### config.mk
export PLATFORM = sky130hd
export DESIGN_NAME = mem_port_arbiter
export DESIGN_NICKNAME = d
export VERILOG_FILES = /design/src/rtl/mem_port_arbiter.sv
export SDC_FILE = /design/constraint.sdc
export NUM_CORES = 1
export LEC_CHECK = 0
export BUFFER_PORTS_ARGS = -buffer_cell sky130_fd_sc_hd__buf_2
export CAP_MARGIN = 5
export CORE_ASPECT_RATIO = 1.4
export CORE_MARGIN = 5
export CORE_UTILIZATION = 51
export CTS_CLUSTER_DIAMETER = 150
export CTS_CLUSTER_SIZE = 8
export DETAILED_ROUTE_END_ITERATION = 8
export GPL_ROUTABILITY_DRIVEN = 0
export PLACE_DENSITY = 0.83
export SLEW_MARGIN = 20
export SYNTH_ARGS = -nofsm -noshare
export SYNTH_HDL_FRONTEND = slang
export SYNTH_SLANG_ARGS = --single-unit
export TNS_END_PERCENT = 10
### constraint.sdc
create_clock -name clk -period 2.4 [get_ports clk]
set_input_delay 0.12 -clock clk [delete_from_list [all_inputs] [get_ports clk]]
set_output_delay 0.12 -clock clk [all_outputs]
set_load 0.01 [all_outputs]
### src/rtl/mem_port_arbiter.sv
`default_nettype none
// +----------------------------------------------------------------------------+
// | mem_port_arbiter                                                           |
// | Round-robin arbiter/sequencer for the shared fetch/data memory port with    |
// | fixed-latency reads and registered outputs.                                 |
// | Revision: 1.0                                                               |
// +----------------------------------------------------------------------------+
module mem_port_arbiter #(
  parameter int MEM_LAT = 2
) (
  input  logic        clk,
  input  logic        rst,
  input  logic        if_req,
  input  logic [31:0] if_addr,
  output logic [31:0] if_rdata,
  output logic        if_done,
  input  logic        d_req,
  input  logic        d_we,
  input  logic [31:0] d_addr,
  input  logic [31:0] d_wdata,
  input  logic [3:0]  d_be,
  output logic [31:0] d_rdata,
  output logic        d_done,
  output logic        mem_en,
  output logic [3:0]  mem_we,
  output logic [31:0] mem_addr,
  output logic [31:0] mem_wdata,
  input  logic [31:0] mem_rdata,
  output logic        busy
);

  localparam logic [2:0] LAT_M1       = 3'(MEM_LAT - 1);
  localparam bit         SINGLE_CYCLE = (MEM_LAT == 1);

  typedef enum logic [1:0] {
    IDLE   = 2'd0,
    ACCESS = 2'd1,
    WAIT   = 2'd2,
    DONE   = 2'd3
  } state_t;

  state_t     state;
  state_t     state_nxt;
  logic       last_grant;
  logic       port;
  logic       we_q;
  logic [2:0] cnt;
  logic       grant;
  logic       grant_d;
  logic       capture;
  logic       unused_addr_lsb;

  assign unused_addr_lsb = ^{if_addr[1:0], d_addr[1:0]};

  always_ff @(posedge clk) begin
    if (rst) begin
      state <= IDLE;
    end else begin
      state <= state_nxt;
    end
  end

  always_comb begin
    state_nxt = state;
    grant     = 1'b0;
    grant_d   = 1'b0;
    capture   = 1'b0;
    case (state)
      IDLE: begin
        if (if_req || d_req) begin
          grant     = 1'b1;
          // On a tie the port that did not win last time goes first.
          grant_d   = (if_req && d_req) ? ~last_grant : d_req;
          state_nxt = ACCESS;
        end
      end
      ACCESS: begin
        if (we_q || SINGLE_CYCLE) begin
          capture   = ~we_q;
          state_nxt = DONE;
        end else begin
          state_nxt = WAIT;
        end
      end
      WAIT: begin
        if (cnt == 3'd0) begin
          capture   = 1'b1;
          state_nxt = DONE;
        end
      end
      DONE: begin
        state_nxt = IDLE;
      end
      default: begin
        state_nxt = IDLE;
      end
    endcase
  end

  always_ff @(posedge clk) begin
    if (rst) begin
      last_grant <= 1'b1;
      port       <= 1'b0;
      we_q       <= 1'b0;
      cnt        <= 3'd0;
      mem_en     <= 1'b0;
      mem_we     <= 4'b0000;
      mem_addr   <= 32'h0;
      mem_wdata  <= 32'h0;
      if_done    <= 1'b0;
      d_done     <= 1'b0;
      busy       <= 1'b0;
      if_rdata   <= 32'h0;
      d_rdata    <= 32'h0;
    end else begin
      // Outputs are precomputed from the next state so they line up with it.
      mem_en  <= grant;
      busy    <= (state_nxt != IDLE);
      if_done <= (state_nxt == DONE) && !port;
      d_done  <= (state_nxt == DONE) && port;
      mem_we  <= 4'b0000;

      if (grant) begin
        port       <= grant_d;
        last_grant <= grant_d;
        we_q       <= grant_d & d_we;
        mem_addr   <= grant_d ? {d_addr[31:2], 2'b00} : {if_addr[31:2], 2'b00};
        if (grant_d && d_we) begin
          mem_we    <= d_be;
          mem_wdata <= d_wdata;
        end
      end

      if (state == ACCESS) begin
        cnt <= LAT_M1;
      end else if (state == WAIT && cnt != 3'd0) begin
        cnt <= cnt - 3'd1;
      end

      if (capture) begin
        if (port) begin
          d_rdata <= mem_rdata;
        end else begin
          if_rdata <= mem_rdata;
        end
      end
    end
  end

endmodule
`default_nettype wire

==> impl_metrics.ini, run 1 <==
[global_routing]
antenna_found_initial = 0
grt_max_degree = 105
grt_remaining_overflow = 0
grt_pass1_vias = 6278
grt_pass1_wl_um = 30800
gr-usage-all-layers_pct = 27.7

[pwr]
p_int_mw = 5.64
power.density_nw_per_um2 = 946
power.share.switching_pct = 33.1
ir_drop_mv = 0.606
clkPwrFrac_pct = 33.1
p_switching_mw = 2.79
total_leakage_power_nw = 4.27
combPwrFrac_pct = 31.1
seq_power_share_pct = 35.8

[timing]
fmax_mhz = 488
worst_slack_ps = 351
rsz0062_at_grt = no
drv_slew = 0
tightest_slew_ps = 1020
setup_tns_ps = 0
clock-skew-final_ps = 7.88
slew_headroom_pct = 32.0
setup_viol = 0
period_share_pct = 85.4
hold_violations = 0
fin_crit_ps = 2050
holdWs_ps = 57.8

[clock_network]
cts_setup_buffers = 0
cts.reportedPaths.clkPinSlew_ps = 60
cts_resized = 0
worstSkewPairLatency_ps = 410
root_buffer = clkbuf_16
cts_tree = yes
htree_levels = 4
numCtsBuffers = 17
clock-sinks = 142
cts_buffer_depth = 2

[floorplanning]
core_area_sq_um = 11400
io-pin-count = 273
rows = 46
dieArea_sq_um = 14000
die_h_um = 138
start_util_pct = 52.3
die_w_um = 101

[run]
cap_viol_max_count = 0

[logic_synthesis]
synth_cell_types = 32
synth-async-reset-ratio_pct = 0
synth_area_leaders = dfxtp_1, nand2_1, a21oi_1
synth_top_area_share_pct = 47.7
ys_seq_area_share_pct = 47.7
synth_area_sq_um = 5960
synth.most_common_cell = dfxtp_1
syn_inst = 695
yosys_warnings = 0
yosys.area.top_type = dfxtp_1
synth-edff-count = 0
synthTopCellsByCount = dfxtp_1, nand2_1, a21oi_1
synth-main-ff-cell = dfxtp_1
avgSynthCellArea_sq_um = 8.58
ys_seq_elements = 142

[route]
drc = 0
routed_wl_um = 19600
drtIter0Drc = 270
ant_nets = 0
vias = 6278
vias_per_cell = 5.28
wl_per_cell_um = 16.5
dr.pass1.iters = 6

[worst_setup_path]
cp-start-kind = register
cp.arrival_ps = 2360
max_stage_delay_ps = 920
critical_path_required_ps = 2720
crit_chain = inv_1 > ha_1 > and4_2 > mux2i_1
end_kind = register
critPathMaxFanout = 32
worstSetupPathType = register to register
crit_slowest_cell = and4_2

[placement]
dpl_worst_slack_ps = 440
io_buffers = 266
placed_cell_area_sq_um = 7300
dp_hpwl_um = 11400

[finish]
fin_nets = 1174
nFillCells = 699
final_area_sq_um = 8910
area.growth.synth_to_final_pct = 49.4
diodes = 0
drive_above_1_share_pct = 29.8

[outcome]
status = completed

[hold_path]
min_path_type = input pin to register
[cell families (layout without fill, tap and decap cells)]
family | after synthesis | count (layout) | share of synthesized area [%]
simple gates | 222 | 222 | 18.0
mux | 33 | 33 | 5.54
other cells | 1 | 2 | 0.0629
buf+inv | 128 | 476 | 9.13
compound gates | 163 | 163 | 18.3
flops | 142 | 142 | 47.7
fa+ha+maj | 6 | 6 | 1.26
[path summary, 6_finish.rpt]
check | start | to | slack [ps] | cells after the start
max | state[0]$_SDFF_PP0_ | mem_wdata[23]$_SDFFE_PP0P_ | 350 | 4
min | if_addr[3] | mem_addr[3]$_SDFFE_PP0N_ | 60 | 4
max reg2reg | state[0]$_SDFF_PP0_ | mem_wdata[23]$_SDFFE_PP0P_ | 350 | 4
min reg2reg | d_rdata[25]$_SDFFE_PP0P_ | d_rdata[25]$_SDFFE_PP0P_ | 450 | 2
[area by class of cell]
| class | instances | area [sq um] | area share (%) |
|---|---|---|---|
| well taps | 144 | 180 | 2.02 |
| clock buffers | 20 | 447 | 5.01 |
| repair buffers | 377 | 2420 | 27.2 |
| flip-flops and latches | 142 | 2840 | 31.9 |
| inverters | 67 | 251 | 2.82 |
| multi-input cells | 426 | 2580 | 29.0 |
| clock inverters | 12 | 184 | 2.06 |
[per-layer routing]
metal / global-route usage [%] / vias up / share of wire (%)
li1: - / 2983 / -
met1: 29.3 / 2878 / 35
met2: 50.5 / 362 / 53
met3: 8.96 / 55 / 9.9
met4: 10.7 / 0 / 2.9
met5: 0 / - / 0
[per-stage QoR]
stage,cells,util [%],power [mW]
after floorplan,696,-,4.64
after global placement,1058,64.1,5.42
after detailed placement,1058,64.1,5.47
after CTS,1186,78.0,8.39
after global routing,1188,78.2,8.87
final,1188,78.2,8.43
[worst max-delay path, delay by kind of cell (launching register included)]
family                   cells  cell delay, ps
multiplexers                 1             340
buffers and inverters        1             120
adder cells (fa/ha/maj)      1             220
AND/OR/NAND/NOR              1             920
flip-flops                   1             320
[state kept, by name (all words and copies together) (netlist names)]
name / cells
if_done: 1
port: 1
d_done: 1
we_q: 1
if_rdata: 32
mem_we: 4
state: 2
mem_en: 1
busy: 1
mem_addr: 30
mem_wdata: 32
last_grant: 1
d_rdata: 32
cnt: 3
[timing repair]
item | CTS | global route
endpoints found under the hold margin | 127 | 2
hold buffers | 96 | 2
setup endpoints to repair | 0 | 0
[placed cells by master, fill, tap and decap left out, drive strengths merged, types with 3 or more instances in the layout]
cell,instances
nor2,4
dfxtp,142
clkinv,4
mux2i,33
clkbuf,20
o2111ai,30
nand2b,65
inv,69
nor4,3
o211a,30
dlygate4sd3,98
buf,279
ha,6
nand2,133
a21oi,99
nor3b,4
bufinv,4
[power groups by stage]
stage	combinational (mW)	sequential (mW)	clock, mW
2_1_floorplan	1.40	3.24	0
3_3_place_gp	2.39	3.03	0
3_5_place_dp	2.43	3.04	0
4_1_cts	2.57	3.00	2.82
5_1_grt	2.89	3.06	2.92
6_report	2.62	3.01	2.79
No activity file was read; power rests on OpenSTA's default activity.
==> run 2: changes to the inputs <==
--- a/config.mk
+++ b/config.mk
@@ -7,7 +7,6 @@
 export LEC_CHECK = 0
 export BUFFER_PORTS_ARGS = -buffer_cell sky130_fd_sc_hd__buf_2
 export CAP_MARGIN = 5
-export CORE_ASPECT_RATIO = 1.4
 export CORE_MARGIN = 5
 export CORE_UTILIZATION = 51
 export CTS_CLUSTER_DIAMETER = 150
==> impl_metrics.ini, run 2 (same netlist as run 1, synthesis figures left out) <==
[floorplanning]
start_util_pct = 52.2
io-pin-count = 273
core_area_sq_um = 11400
die_w_um = 118
dieArea_sq_um = 14000
rows = 39
die_h_um = 118

[worst_setup_path]
r2r_setup_slack_ps = 580
ff2ff_path_depth = 6
regToRegStartpoint = state[0]$_SDFF_PP0_
cp-start-kind = register
r2r-end = mem_wdata[11]$_SDFFE_PP0P_
cp.arrival_ps = 2150
worstSetupPathType = register to register
critPathMaxFanout = 32
critical_path_required_ps = 2720
end_kind = register

[clock_network]
cts_resized = 0
cts_setup_buffers = 0
cts.reportedPaths.clkPinSlew_ps = 60
root_buffer = clkbuf_16
cts_buffer_depth = 2
htree_levels = 4
hold_buffers = 96
clock-sinks = 142
numCtsBuffers = 17
worstSkewPairLatency_ps = 420
cts_tree = yes

[finish]
top_regs = d_rdata x32, if_rdata x32, mem_wdata x32
final_util_pct = 77.8
final_common_cell = buf_2
area.growth.synth_to_final_pct = 49.0
fin_nets = 1172
nFillCells = 704
drive_above_1_share_pct = 29.9
mostFrequentLayoutCells = buf_2, dfxtp_1, nand2_1

[timing]
setup_tns_ps = 0
fin_crit_ps = 1820
slew_headroom_pct = 57.9
drv_slew = 0
fmax_mhz = 549
period_share_pct = 76.0
hold_violations = 0
setup_viol = 0
rsz0062_at_grt = no
clock-skew-final_ps = 7.25
tightest_slew_ps = 632

[global_routing]
gr-usage-all-layers_pct = 27.8
grt_pass1_wl_um = 31700
antenna_found_initial = 1
grt_remaining_overflow = 0
grt_max_degree = 69
grt_pass1_vias = 6397

[route]
vias = 6218
drtIter0Drc = 412
vias_per_cell = 5.25
wl_per_cell_um = 16.9
drc = 0
routed_wl_um = 20100
dr.pass1.iters = 5
ant_nets = 0

[hold_path]
hold_end = mem_wdata[21]$_SDFFE_PP0P_
hp-start = d_wdata[21]
min_path_type = input pin to register
holdPathStages = 3

[outcome]
status = completed

[placement]
io_buffers = 266
dp_hpwl_um = 11500

[pwr]
power.density_nw_per_um2 = 940
ir_drop_mv = 0.812
power_mw = 8.35
total_leakage_power_nw = 4.27

[run]
cap_viol_max_count = 0
==> run 2: cell types whose count changed in the layout (fill, tap and decap cells not counted), sizes merged <==
cell,delta
clkinvlp,-1
dlygate4sd3,-2
bufinv,-1
diode,+1
inv,-1
clkinv,+2
==> run 2: metal layers <==
layer	wire length (um)	GRT usage [%]	up-vias	part of all wire [%]
met4	948	15.5	0	4.7
met5	0	0	-	0
met1	7140	28.5	2876	36
met3	1370	7.88	71	6.8
li1	-	-	2971	-
met2	10600	50.6	300	53
==> run 2: worst max-delay path by stage <==
stage	from	endpoint	slack, ps	depth (start not counted)
6_report	state[0]$_SDFF_PP0_	mem_wdata[11]$_SDFFE_PP0P_	580	6
3_5_place_dp	state[0]$_SDFF_PP0_	mem_wdata[7]$_SDFFE_PP0P_	640	6
2_1_floorplan	state[0]$_SDFF_PP0_	if_rdata[10]$_SDFFE_PP0P_	940	8
5_1_grt	state[0]$_SDFF_PP0_	mem_wdata[11]$_SDFFE_PP0P_	450	6
4_1_cts	state[0]$_SDFF_PP0_	mem_wdata[19]$_SDFFE_PP0P_	620	6
3_3_place_gp	state[0]$_SDFF_PP0_	mem_wdata[21]$_SDFFE_PP0P_	730	6
==> run 2: critical path: stages, from the launching register on <==
cell and delay [ps]:
dfxtp_1 320, inv_1 130, ha_1 240, buf_4 240, and4_2 280, buf_12 250
mux2i_1 260
==> run 2: report_power, final <==
part           switching (mW)  internal (mW)  leakage, nW
clock                   0.993           1.68        0.296
combinational            1.57           1.09         2.82
sequential              0.223           2.80         1.16
==> run 2: final cells by class <==
cell class                      count  area, sq um  share of cell area (%)
Sequential cell                   142         2840                    32.0
Multi-Input combinational cell    426         2580                    29.1
Timing Repair Buffer              375         2430                    27.4
Clock buffer                       20          457                    5.14
Inverter                           67          251                    2.83
Tap cell                          143          179                    2.01
Clock inverter                     11          140                    1.58
Antenna cell                        1         2.50                  0.0282
==> run 2: through the flow <==
step | instance area, sq um | std cells | hold WS [ps] | setup WS [ps]
6_report | 8880 | 1185 | 22.7 | 577
5_1_grt | 8880 | 1185 | 1.47 | 451
4_1_cts | 8880 | 1184 | 3.83 | 618
3_5_place_dp | 7320 | 1057 | 364 | 638
3_3_place_gp | 7320 | 1057 | 360 | 728
2_1_floorplan | 5970 | 696 | 256 | 945
==> run 3: changes to the inputs <==
--- a/config.mk
+++ b/config.mk
@@ -8,12 +8,12 @@
 export BUFFER_PORTS_ARGS = -buffer_cell sky130_fd_sc_hd__buf_2
 export CAP_MARGIN = 5
 export CORE_MARGIN = 5
-export CORE_UTILIZATION = 51
+export CORE_UTILIZATION = 47
 export CTS_CLUSTER_DIAMETER = 150
 export CTS_CLUSTER_SIZE = 8
 export DETAILED_ROUTE_END_ITERATION = 8
 export GPL_ROUTABILITY_DRIVEN = 0
-export PLACE_DENSITY = 0.83
+export PLACE_DENSITY = 0.77
 export SLEW_MARGIN = 20
 export SYNTH_ARGS = -nofsm -noshare
 export SYNTH_HDL_FRONTEND = slang
==> constraint.sdc (replaced) <==
create_clock -name clk -period 1.8 [get_ports clk]
set_input_delay 0.09 -clock clk [delete_from_list [all_inputs] [get_ports clk]]
set_output_delay 0.09 -clock clk [all_outputs]
set_load 0.01 [all_outputs]
==> impl_metrics.ini, run 3 (same netlist as run 1, synthesis figures left out) <==
[outcome]
status = completed

[finish]
fin_nets = 1185
area.growth.synth_to_final_pct = 53.7
drive_above_1_share_pct = 30.4
final_util_pct = 73.2
final_area_sq_um = 9160
mostFrequentLayoutCells = buf_2, dfxtp_1, nand2_1
diodes = 0
instances_no_fill = 1227
final_common_cell = buf_2
top_regs = d_rdata x32, if_rdata x32, mem_wdata x32

[global_routing]
grt_max_degree = 69
grt_pass1_wl_um = 30500
gr-usage-all-layers_pct = 25.9
antenna_found_initial = 0
grt_remaining_overflow = 0
grt_pass1_vias = 6324

[route]
ant_nets = 0
drtIter0Drc = 362
drc = 0
routed_wl_um = 19700
wl_per_cell_um = 16.1
dr.pass1.iters = 6
vias = 6209
vias_per_cell = 5.06

[timing]
setup_viol = 0
worst_slack_ps = 168
holdWs_ps = 20.0
hold_violations = 0
drv_slew = 0
fin_crit_ps = 1630
rsz0062_at_grt = no
fmax_mhz = 613
period_share_pct = 90.7
setup_tns_ps = 0
clock-skew-final_ps = 7.56

[pwr]
ir_drop_mv = 0.816
power_mw = 11.7
total_leakage_power_nw = 4.38
power.density_nw_per_um2 = 1280

[worst_setup_path]
end_kind = register
cp-start-kind = register
cp.arrival_ps = 1970
worstSetupPathType = register to register
critPathMaxFanout = 29
critical_path_required_ps = 2140
crit_path_end = if_rdata[22]$_SDFFE_PP0P_
r2r_setup_slack_ps = 170
r2r-end = if_rdata[22]$_SDFFE_PP0P_
critPathLaunch = state[0]$_SDFF_PP0_
ff2ff_path_depth = 6
regToRegStartpoint = state[0]$_SDFF_PP0_

[floorplanning]
die_w_um = 123
io-pin-count = 273
die_h_um = 123
core_area_sq_um = 12500
dieArea_sq_um = 15000
start_util_pct = 47.6
rows = 41

[placement]
dp_hpwl_um = 11400
dp.cells = 1093
io_buffers = 266
placed_cell_area_sq_um = 7440
dpl_worst_slack_ps = 186

[clock_network]
worstSkewPairLatency_ps = 420
cts_buffer_depth = 2
root_buffer = clkbuf_16
clock-sinks = 142
numCtsBuffers = 17
htree_levels = 4
cts_tree = yes
cts.reportedPaths.clkPinSlew_ps = 60

[run]
cap_viol_max_count = 0

[hold_path]
min_path_type = input pin to register
hp-start = if_addr[7]
[run 3: cell type report]
cell class,count,area (sq um)
fillers,900,3350
flip-flops and latches,142,2840
multi-input cells,426,2580
repair buffers,388,2570
clock buffers,22,494
inverters,67,251
well taps,172,215
clock inverters,10,205
[run 3: worst min path at each step]
stage	end	slack, ps	cells after the start
after floorplan	d_rdata[0]$_SDFFE_PP0P_	230	2
after global placement	mem_addr[10]$_SDFFE_PP0N_	330	2
after detailed placement	mem_addr[3]$_SDFFE_PP0N_	330	2
after CTS	mem_addr[22]$_SDFFE_PP0N_	1	4
after global routing	mem_addr[9]$_SDFFE_PP0N_	20	4
final	mem_addr[7]$_SDFFE_PP0N_	20	4
[run 3: where the power goes]
| part | leakage (nW) | internal (mW) | total, mW | switching (mW) |
|---|---|---|---|---|
| Clock | 0.338 | 2.78 | 4.10 | 1.32 |
| Combinational | 2.88 | 1.54 | 3.62 | 2.08 |
| Sequential | 1.16 | 3.73 | 4.02 | 0.287 |
| Total | 4.38 | 8.05 | 11.7 | 3.69 |
[run 3: worst max-delay path: stages (launching register included)]
cell	delay [ps]
dfxtp_1	320
inv_1	130
ha_1	350
and4bb_1	320
buf_12	200
nand2_1	70
a21oi_1	140
[run 3: timing repair]
action,CTS,global route
resized for setup,0,2
buffers inserted,0,1
endpoints found under the hold margin,130,0
hold buffers,101,0
setup endpoints to repair,0,5
[run 3: per-layer routing]
| metal | routed length (um) | global-route usage (%) | up-vias |
|---|---|---|---|
| li1 | - | - | 3009 |
| met1 | 7200 | 26.0 | 2857 |
| met2 | 10200 | 46.4 | 274 |
| met3 | 1400 | 8.99 | 69 |
| met4 | 867 | 14.5 | 0 |
| met5 | 0 | 0 | - |
